### src/rtl/cpu_cmd_dispatcher.sv
// +--------------------------------------------------------------------------+
// | cpu_cmd_dispatcher: host command FIFO and one-at-a-time CPU issue FSM.   |
// | Optional watchdog: define DISPATCH_TIMEOUT_EN.  Revision: 1.0            |
// +--------------------------------------------------------------------------+
`default_nettype none

module cpu_cmd_dispatcher #(
  parameter int CMD_W   = 7,
  parameter int DEPTH   = 8,
  parameter int CNT_W   = 8,
  parameter int TIMEOUT = 255
) (
  input  logic                     clk,
  input  logic                     reset,
  input  logic                     cmd_valid,
  input  logic [CMD_W-1:0]         cmd_data,
  output logic                     cmd_ready,
  input  logic                     flush,
  input  logic                     clear_halt,
  input  logic                     cpu_rdy,
  input  logic                     zero_in,
  input  logic                     error_in,
  output logic [CMD_W-1:0]         cpu_cmd,
  output logic                     cpu_cmd_load,
  output logic                     busy,
  output logic                     halted,
  output logic [$clog2(DEPTH):0]   fifo_count,
  output logic                     last_zero,
  output logic                     last_error,
  output logic [CNT_W-1:0]         done_count,
  output logic [CNT_W-1:0]         err_count
);

  localparam int AW = $clog2(DEPTH);

  localparam logic [2:0] S_IDLE       = 3'd0;
  localparam logic [2:0] S_ISSUE      = 3'd1;
  localparam logic [2:0] S_WAIT_START = 3'd2;
  localparam logic [2:0] S_WAIT_DONE  = 3'd3;
  localparam logic [2:0] S_CHECK      = 3'd4;
  localparam logic [2:0] S_HALT       = 3'd5;

  if (DEPTH < 2 || (DEPTH & (DEPTH - 1)) != 0 || TIMEOUT < 1) begin : g_bad_params
    $error("cpu_cmd_dispatcher: DEPTH must be a power of 2 >= 2 and TIMEOUT >= 1");
  end

  logic [2:0]       r_state, w_next;
  logic [CMD_W-1:0] r_mem [DEPTH];
  logic [AW-1:0]    r_wr_ptr, r_rd_ptr;
  logic [AW:0]      r_count;
  logic             w_full, w_push, w_pop, w_check_err, w_expire;

  assign w_full     = (r_count == (AW+1)'(DEPTH));
  assign cmd_ready  = !w_full;
  assign fifo_count = r_count;
  assign w_push     = cmd_valid && !w_full && !flush;
  // Guarded so a flush just before ISSUE cannot underflow the count.
  assign w_pop      = (r_state == S_ISSUE) && (r_count != '0);

  always_ff @(posedge clk) begin
    if (w_push) r_mem[r_wr_ptr] <= cmd_data;
  end

  always_ff @(posedge clk or posedge reset) begin
    if (reset) begin
      r_wr_ptr <= '0;
      r_rd_ptr <= '0;
      r_count  <= '0;
    end else if (flush) begin
      r_rd_ptr <= r_wr_ptr;
      r_count  <= '0;
    end else begin
      if (w_push) r_wr_ptr <= r_wr_ptr + 1'b1;
      if (w_pop)  r_rd_ptr <= r_rd_ptr + 1'b1;
      case ({w_push, w_pop})
        2'b10:   r_count <= r_count + 1'b1;
        2'b01:   r_count <= r_count - 1'b1;
        default: r_count <= r_count;
      endcase
    end
  end

`ifdef DISPATCH_TIMEOUT_EN
  localparam int WD_W = $clog2(TIMEOUT + 1);
  logic [WD_W-1:0] r_wdog;
  logic            r_timed_out;

  assign w_expire    = (r_wdog == WD_W'(TIMEOUT - 1));
  assign w_check_err = error_in || r_timed_out;

  always_ff @(posedge clk or posedge reset) begin
    if (reset) begin
      r_wdog      <= '0;
      r_timed_out <= 1'b0;
    end else begin
      r_timed_out <= w_expire && ((r_state == S_WAIT_START && cpu_rdy) ||
                                  (r_state == S_WAIT_DONE  && !cpu_rdy));
      if (r_state == S_ISSUE || (r_state == S_WAIT_START && !cpu_rdy))
        r_wdog <= '0;
      else if (r_state == S_WAIT_START || r_state == S_WAIT_DONE)
        r_wdog <= r_wdog + 1'b1;
    end
  end
`else
  assign w_expire    = 1'b0;
  assign w_check_err = error_in;
`endif

  always_ff @(posedge clk or posedge reset) begin
    if (reset) r_state <= S_IDLE;
    else       r_state <= w_next;
  end

  always_comb begin
    w_next = r_state;
    case (r_state)
      S_IDLE:       if (r_count != '0 && cpu_rdy) w_next = S_ISSUE;
      S_ISSUE:      w_next = S_WAIT_START;
      S_WAIT_START: if (!cpu_rdy) w_next = S_WAIT_DONE;
                    else if (w_expire) w_next = S_CHECK;
      S_WAIT_DONE:  if (cpu_rdy || w_expire) w_next = S_CHECK;
      S_CHECK:      w_next = w_check_err ? S_HALT : S_IDLE;
      S_HALT:       if (clear_halt) w_next = S_IDLE;
      default:      w_next = S_IDLE;
    endcase
  end

  always_comb begin
    cpu_cmd_load = (r_state == S_ISSUE);
    halted       = (r_state == S_HALT);
    busy         = (r_state == S_ISSUE) || (r_state == S_WAIT_START) ||
                   (r_state == S_WAIT_DONE) || (r_state == S_CHECK);
  end

  always_ff @(posedge clk or posedge reset) begin
    if (reset) begin
      cpu_cmd    <= '0;
      last_zero  <= 1'b0;
      last_error <= 1'b0;
      done_count <= '0;
      err_count  <= '0;
    end else begin
      if (r_state == S_IDLE && w_next == S_ISSUE) cpu_cmd <= r_mem[r_rd_ptr];
      if (r_state == S_CHECK) begin
        last_zero  <= zero_in;
        last_error <= w_check_err;
        if (done_count != '1) done_count <= done_count + 1'b1;
        if (w_check_err && err_count != '1) err_count <= err_count + 1'b1;
      end
    end
  end

endmodule

`default_nettype wire

### config.mk
export PLATFORM = sky130hd
export DESIGN_NAME = cpu_cmd_dispatcher
export DESIGN_NICKNAME = d
export VERILOG_FILES = /design/src/rtl/cpu_cmd_dispatcher.sv
export SDC_FILE = /design/constraint.sdc
export NUM_CORES = 1
export LEC_CHECK = 0
export CAP_MARGIN = 20
export CORE_ASPECT_RATIO = 1.1
export CORE_MARGIN = 5
export CORE_UTILIZATION = 52
export CTS_CLUSTER_DIAMETER = 50
export DETAILED_ROUTE_END_ITERATION = 8
export GPL_TIMING_DRIVEN = 0
export PLACE_DENSITY = 0.86
export SETUP_SLACK_MARGIN = 0.15
export SYNTH_ARGS = -nofsm -noshare
export SYNTH_HDL_FRONTEND = slang
export SYNTH_SLANG_ARGS = --single-unit
### constraint.sdc
create_clock -name clk -period 2.8 [get_ports clk]
set_input_delay 0.7 -clock clk [delete_from_list [all_inputs] [get_ports clk]]
set_output_delay 0.7 -clock clk [all_outputs]
set_load 0.01 [all_outputs]
==> results of run 1 <==
-- critical path, stage by stage (launching register included) --
cell and delay [ps]:
dfrtp_1 410, buf_6 140, or4b_4 520, a211oi_4 320, ha_4 250, and3b_2 200
o31ai_1 190, o311a_2 220, mux2_4 290
-- power groups by stage --
stage | Clock (mW) | Combinational, mW | Sequential [mW]
floorplan | 0 | 0.793 | 1.93
global placement | 0 | 1.24 | 1.92
detailed placement | 0 | 1.29 | 1.93
CTS | 0.889 | 1.30 | 1.91
global route | 0.950 | 1.44 | 1.95
finish | 0.870 | 1.31 | 1.91
-- registers in the layout, indices dropped and copies added (netlist names) --
| name | count |
|---|---|
| r_rd_ptr | 3 |
| err_count | 8 |
| last_zero | 1 |
| r_mem | 56 |
| done_count | 8 |
| last_error | 1 |
| r_wr_ptr | 3 |
| fifo_count | 4 |
| r_state | 3 |
| cpu_cmd | 7 |
-- metrics by stage --
stage | utilization (%) | total power [mW]
floorplan | - | 2.723
global placement | 61.73 | 3.156
detailed placement | 61.73 | 3.219
CTS | 64.89 | 4.102
finish | 65.33 | 4.086
global route | 65.33 | 4.341
-- final cells by class --
cell class	count	share of cell area [%]
timing repair buffer	53	10.53
clock buffer	9	2.537
inverter	5	0.3844
tap	105	2.691
clock inverter	7	1.538
sequential	94	54.02
buffer	9	1.025
multi-input combinational	156	27.27
-- final timing paths --
kind | cells past startpoint | startpoint | to | slack, ps
worst min register to register | 2 | cpu_cmd[0]$_DFFE_PP0P_ | cpu_cmd[0]$_DFFE_PP0P_ | 490
min in group asynchronous | 2 | reset | done_count[7]$_DFFE_PP0P_ | 800
worst max register to register | 8 | fifo_count[1]$_DFFE_PP0P_ | fifo_count[3]$_DFFE_PP0P_ | 140
worst min-delay path | 2 | cpu_cmd[0]$_DFFE_PP0P_ | cpu_cmd[0]$_DFFE_PP0P_ | 490
max in group asynchronous | 2 | reset | r_state[0]$_DFF_PP0_ | 1450
worst max-delay path | 8 | fifo_count[1]$_DFFE_PP0P_ | fifo_count[3]$_DFFE_PP0P_ | 140
-- layout by cell type (no fill, tap or decap), types with 2 or more instances in the layout --
master	count
edfxtp_1	56
clkdlybuf4s50_1	46
dfrtp_1	34
nand2_1	24
nor2_1	16
mux4_2	14
xnor2_1	13
mux2i_1	11
o21ai_0	10
xor2_1	9
clkbuf_8	9
nand3_1	6
buf_4	6
ha_1	5
nand4_1	4
clkbuf_1	4
nand2b_1	4
dfrtp_2	4
nor3b_1	3
and3_1	3
o21ai_1	3
inv_1	3
inv_8	3
buf_2	2
nand4bb_1	2
inv_2	2
o311ai_0	2
a31oi_1	2
and2b_2	2
nor3_1	2
nor3_2	2
mux2_2	2
-- repair_timing --
| action | in CTS | in global routing |
|---|---|---|
| setup endpoints to repair | 16 | 2 |
| gates resized for setup | 5 | 2 |
| setup buffers | 2 | 4 |
| hold endpoints to repair | 0 | 0 |
| pin swaps | 3 | 2 |
| hold buffers | 0 | 0 |
-- routing by layer --
| layer | vias to the layer above | GRT usage [%] | part of all wire, % | routed length [um] |
|---|---|---|---|---|
| li1 | 1119 | - | - | - |
| met1 | 1176 | 19.50 | 44 | 3052 |
| met2 | 57 | 26.93 | 49 | 3444 |
| met3 | 12 | 3.682 | 5.2 | 361 |
| met4 | 0 | 5.444 | 1.5 | 104 |
| met5 | - | 0 | 0 | 0 |
-- logic make-up after synthesis --
group / after synthesis / share of synthesized area, %
flops: 94 / 65.65
simple gates: 75 / 9.985
mux: 29 / 11.83
compound gates: 24 / 4.150
xor+xnor: 22 / 4.805
buf+inv: 14 / 1.716
fa+ha+maj: 6 / 1.872
==> results.cfg, run 1 <==
[critical_path]
required_ps = 3050
setup.worst_path.class = reg2reg
cp-start-kind = register
endpoint_kind = register
crit_fanout = 8
crit_arrival_ps = 2910

[sta]
slew_viol_final = 0
worst_pin_slew_ps = 780.1
slew_headroom_pct = 47.92
grt_setup_unrepaired = yes
worst_slack_ps = 141.6
hold_viol = 0
fin_crit_sh_pct = 94.94
fin_crit_ps = 2658
fin_hold_ws_ps = 486.7
finalSetupViolCount = 0
fmax_mhz = 376.2
fin_worst_skew_ps = 7.369
fin_tns_setup_ps = 0

[outcome]
status = complete, no violations

[global_route]
grtUsageTotal_pct = 15.64
grt_pass1_vias = 2429
grt_antenna_before_repair = 0
grt_max_degree = 39
overflow = 0
grt_pass1_wl_mm = 11.55

[cells_and_area]
drive_above_1_share_pct = 18.32
stdcell_area_um2 = 4882
regArea_um2 = 2638
fill_cells = 517
fin_nets = 349
area_growth_pct = 21.75
diodes = 0
instances_no_fill = 438
multi_input_comb_area_um2 = 1331

[synth]
yosysUniqueCellTypes = 45
ys_ff_latch = 94
syn_avg_cell_area_um2 = 15.19
synth-async-reset-ratio_pct = 40.43
synthFlopType = edfxtp_1
yosysMostFrequentCell = edfxtp_1
yosys.area.top_type = edfxtp_1
yosys-top-cells-count = 56 x edfxtp_1, 38 x dfrtp_1, 24 x nand2_1
synth_top_area_share_pct = 41.93
yosys_warnings = 0
ys_seq_area_share_pct = 65.65
synth_edf_count = 56
synth_cells = 264
syn_area_um2 = 4010
synthTopCellsByArea = edfxtp_1 42%, dfrtp_1 24%, mux4_2 7.9%
synth_nets = 285

[power]
switching_share_pct = 32.36
p_per_area_nw_per_um2 = 836.9
combPwrFrac_pct = 32.0
intPower_mw = 2.764
p_clk_share_pct = 21.3
p_switching_mw = 1.322
leakagePower_nw = 1.837
ir_drop_v = 0.0003897
seqPwrFrac_pct = 46.7

[clocking]
numClockSinks = 94
htree_levels = 3
cts.path.max_buffers = 2
cts_tree = yes
clk_latency_ps = 360
cts-root-buf = clkbuf_8
clk_pin_slew_worst_paths_ps = 100
cts_buffers = 9

[placement]
gp_congestion = 0.8268
dpl_cell_area_um2 = 4613
portBuffers = 47
placed_cells = 416
pre_cts_slack_ps = -400.8
dp_hpwl_mm = 5.115

[drt]
vias_per_cell = 5.397
firstDrtPassIters = 4
drt_drc_violations_left = 0
totalWireLength_mm = 6.963
ant_nets = 0
drtIter0Drc = 105
num_vias = 2364
avgRoutedWirePerCell_um = 15.90

[floorplanning]
ioPinCount = 48
fp.dieW_um = 93.73
design.core.area_um2 = 7473
die_area_um2 = 9570
initial_utilization_pct = 53.66
die_y_um = 102.1
rows = 33

[run]
drv_cap = 0

[worst_hold_path]
worstHoldPathType = reg2reg
No activity file was read; power rests on OpenSTA's default activity.
==> run 2: changes to the inputs <==
- MAX_ROUTING_LAYER: not set -> met4
- SKIP_LAST_GASP: not set -> 1
==> results.cfg, run 2 (synthesized netlist as in run 1, its figures left out) <==
[outcome]
status = complete, no violations

[clocking]
clk_latency_ps = 360
htree_levels = 3
clk_pin_slew_worst_paths_ps = 100
cts.path.max_buffers = 2
cts_tree = yes
numClockSinks = 94
cts_buffers = 9
cts-root-buf = clkbuf_8

[critical_path]
cp-start-kind = register
crit_arrival_ps = 2910
rr_worst_depth = 8
crit_path_top_delay_cell = or4b_4
critPathTopFamily = compound AO/OA/AOI/OAI gates
cp_cell_sequence = buf_6 -> or4b_4 -> a211oi_4 -> ha_4 -> and3b_2 -> o31ai_1 -> o311a_2 -> mux2_4
max_stage_delay_ps = 520
endpoint_kind = register
path_buf_inv = 1
setup.worst_path.class = reg2reg
r2r_start = fifo_count[1]$_DFFE_PP0P_
required_ps = 3050
startpoint = fifo_count[1]$_DFFE_PP0P_
worst-path-stages = 8
crit_fanout = 8

[global_route]
grt_pass1_wl_mm = 11.54
grt_pass1_vias = 2437
overflow = 0
grt_max_degree = 39
grtUsageTotal_pct = 16.11
grt_antenna_before_repair = 0

[drt]
drt_drc_violations_left = 0
drtIter0Drc = 124
num_vias = 2352
avgRoutedWirePerCell_um = 15.86
totalWireLength_mm = 6.948
ant_nets = 0
firstDrtPassIters = 4
vias_per_cell = 5.370

[sta]
fin_crit_ps = 2658
grt_setup_unrepaired = yes
finalSetupViolCount = 0
slew_headroom_pct = 47.89
fin_crit_sh_pct = 94.92
worst_pin_slew_ps = 780.5
fin_worst_skew_ps = 7.981
fin_tns_setup_ps = 0
slew_viol_final = 0
fmax_mhz = 376.3
hold_viol = 0

[placement]
portBuffers = 47
dp_hpwl_mm = 5.115
placed_cells = 416
dpl_cell_area_um2 = 4613
gp_congestion = 0.8394

[worst_hold_path]
worstHoldPathType = reg2reg
hold_depth = 2
hp-start = cpu_cmd[0]$_DFFE_PP0P_

[cells_and_area]
stdcell_area_um2 = 4882
diodes = 0
multi_input_comb_area_um2 = 1331
reg_top3 = r_mem: 56 flops, done_count: 8 flops, err_count: 8 flops
largest_reg_flops = 56
area_growth_pct = 21.75
fin_nets = 349
drive_above_1_share_pct = 18.32
layout_commonest_cell = edfxtp_1
top_register = r_mem
fill_cells = 517
instances_no_fill = 438
layout_common_cells = 56 x edfxtp_1, 46 x clkdlybuf4s50_1, 34 x dfrtp_1, 24 x nand2_1, 16 x nor2_1
regArea_um2 = 2638

[floorplanning]
rows = 33
die_y_um = 102.1
die_area_um2 = 9570
ioPinCount = 48
fp.dieW_um = 93.73
design.core.area_um2 = 7473
initial_utilization_pct = 53.66

[power]
ir_drop_v = 0.0003881
p_total_mw = 4.085
leakagePower_nw = 1.837
p_per_area_nw_per_um2 = 836.6

[run]
drv_cap = 0
==> run 2: cell counts in the layout (fill, tap and decap cells not counted) <==
Identical to the previous run, type by type.
==> run 2: what timing repair did <==
item,in CTS,in global routing
gates resized for setup,5,2
pin swaps,3,2
endpoints found under the setup margin,16,2
setup buffers,2,4
hold buffers,0,0
endpoints found under the hold margin,0,0
==> run 2: worst min-delay path, stage by stage (launching register included) <==
cell     delay, ps
dfrtp_1        350
nand2_1         50
o21ai_0         60
==> run 2: per-layer routing <==
layer  vias up  wire length [um]  global-route usage, %  share of wire, %
met1      1176              2997                  19.40                43
met3         9               377                  3.682               5.4
met5         -                 0                      -                 0
met2        53              3480                  26.98                50
li1       1114                 -                      -                 -
met4         0                93                  5.444               1.3
==> run 2: area by class of cell <==
class,count,area share [%]
clock inverters,7,1.538
repair buffers,53,10.53
multi-input cells,156,27.27
flip-flops and latches,94,54.02
well taps,105,2.691
clock buffers,9,2.537
plain buffers,9,1.025
inverters,5,0.3844
==> run 2: stage by stage <==
stage          setup slack (ps)  hold WS, ps  util [%]
2_1_floorplan             129.7        498.7         -
3_3_place_gp             -289.7        461.6     61.73
3_5_place_dp             -400.8        469.8     61.73
4_1_cts                   139.3        492.5     64.89
5_1_grt                   88.06        505.0     65.33
6_report                  142.3        486.7     65.33
==> run 2: final timing paths <==
kind / slack [ps] / to
min reg2reg: 490 / cpu_cmd[0]$_DFFE_PP0P_
min: 490 / cpu_cmd[0]$_DFFE_PP0P_
max in group asynchronous: 1450 / r_state[0]$_DFF_PP0_
max: 140 / fifo_count[3]$_DFFE_PP0P_
min in group asynchronous: 810 / done_count[7]$_DFFE_PP0P_
max reg2reg: 140 / fifo_count[3]$_DFFE_PP0P_
==> run 2: power breakdown <==
group | switching, mW | total [mW] | internal, mW
combinational | 0.599 | 1.31 | 0.707
clock | 0.516 | 0.869 | 0.353
sequential | 0.206 | 1.91 | 1.70
total | 1.32 | 4.08 | 2.76
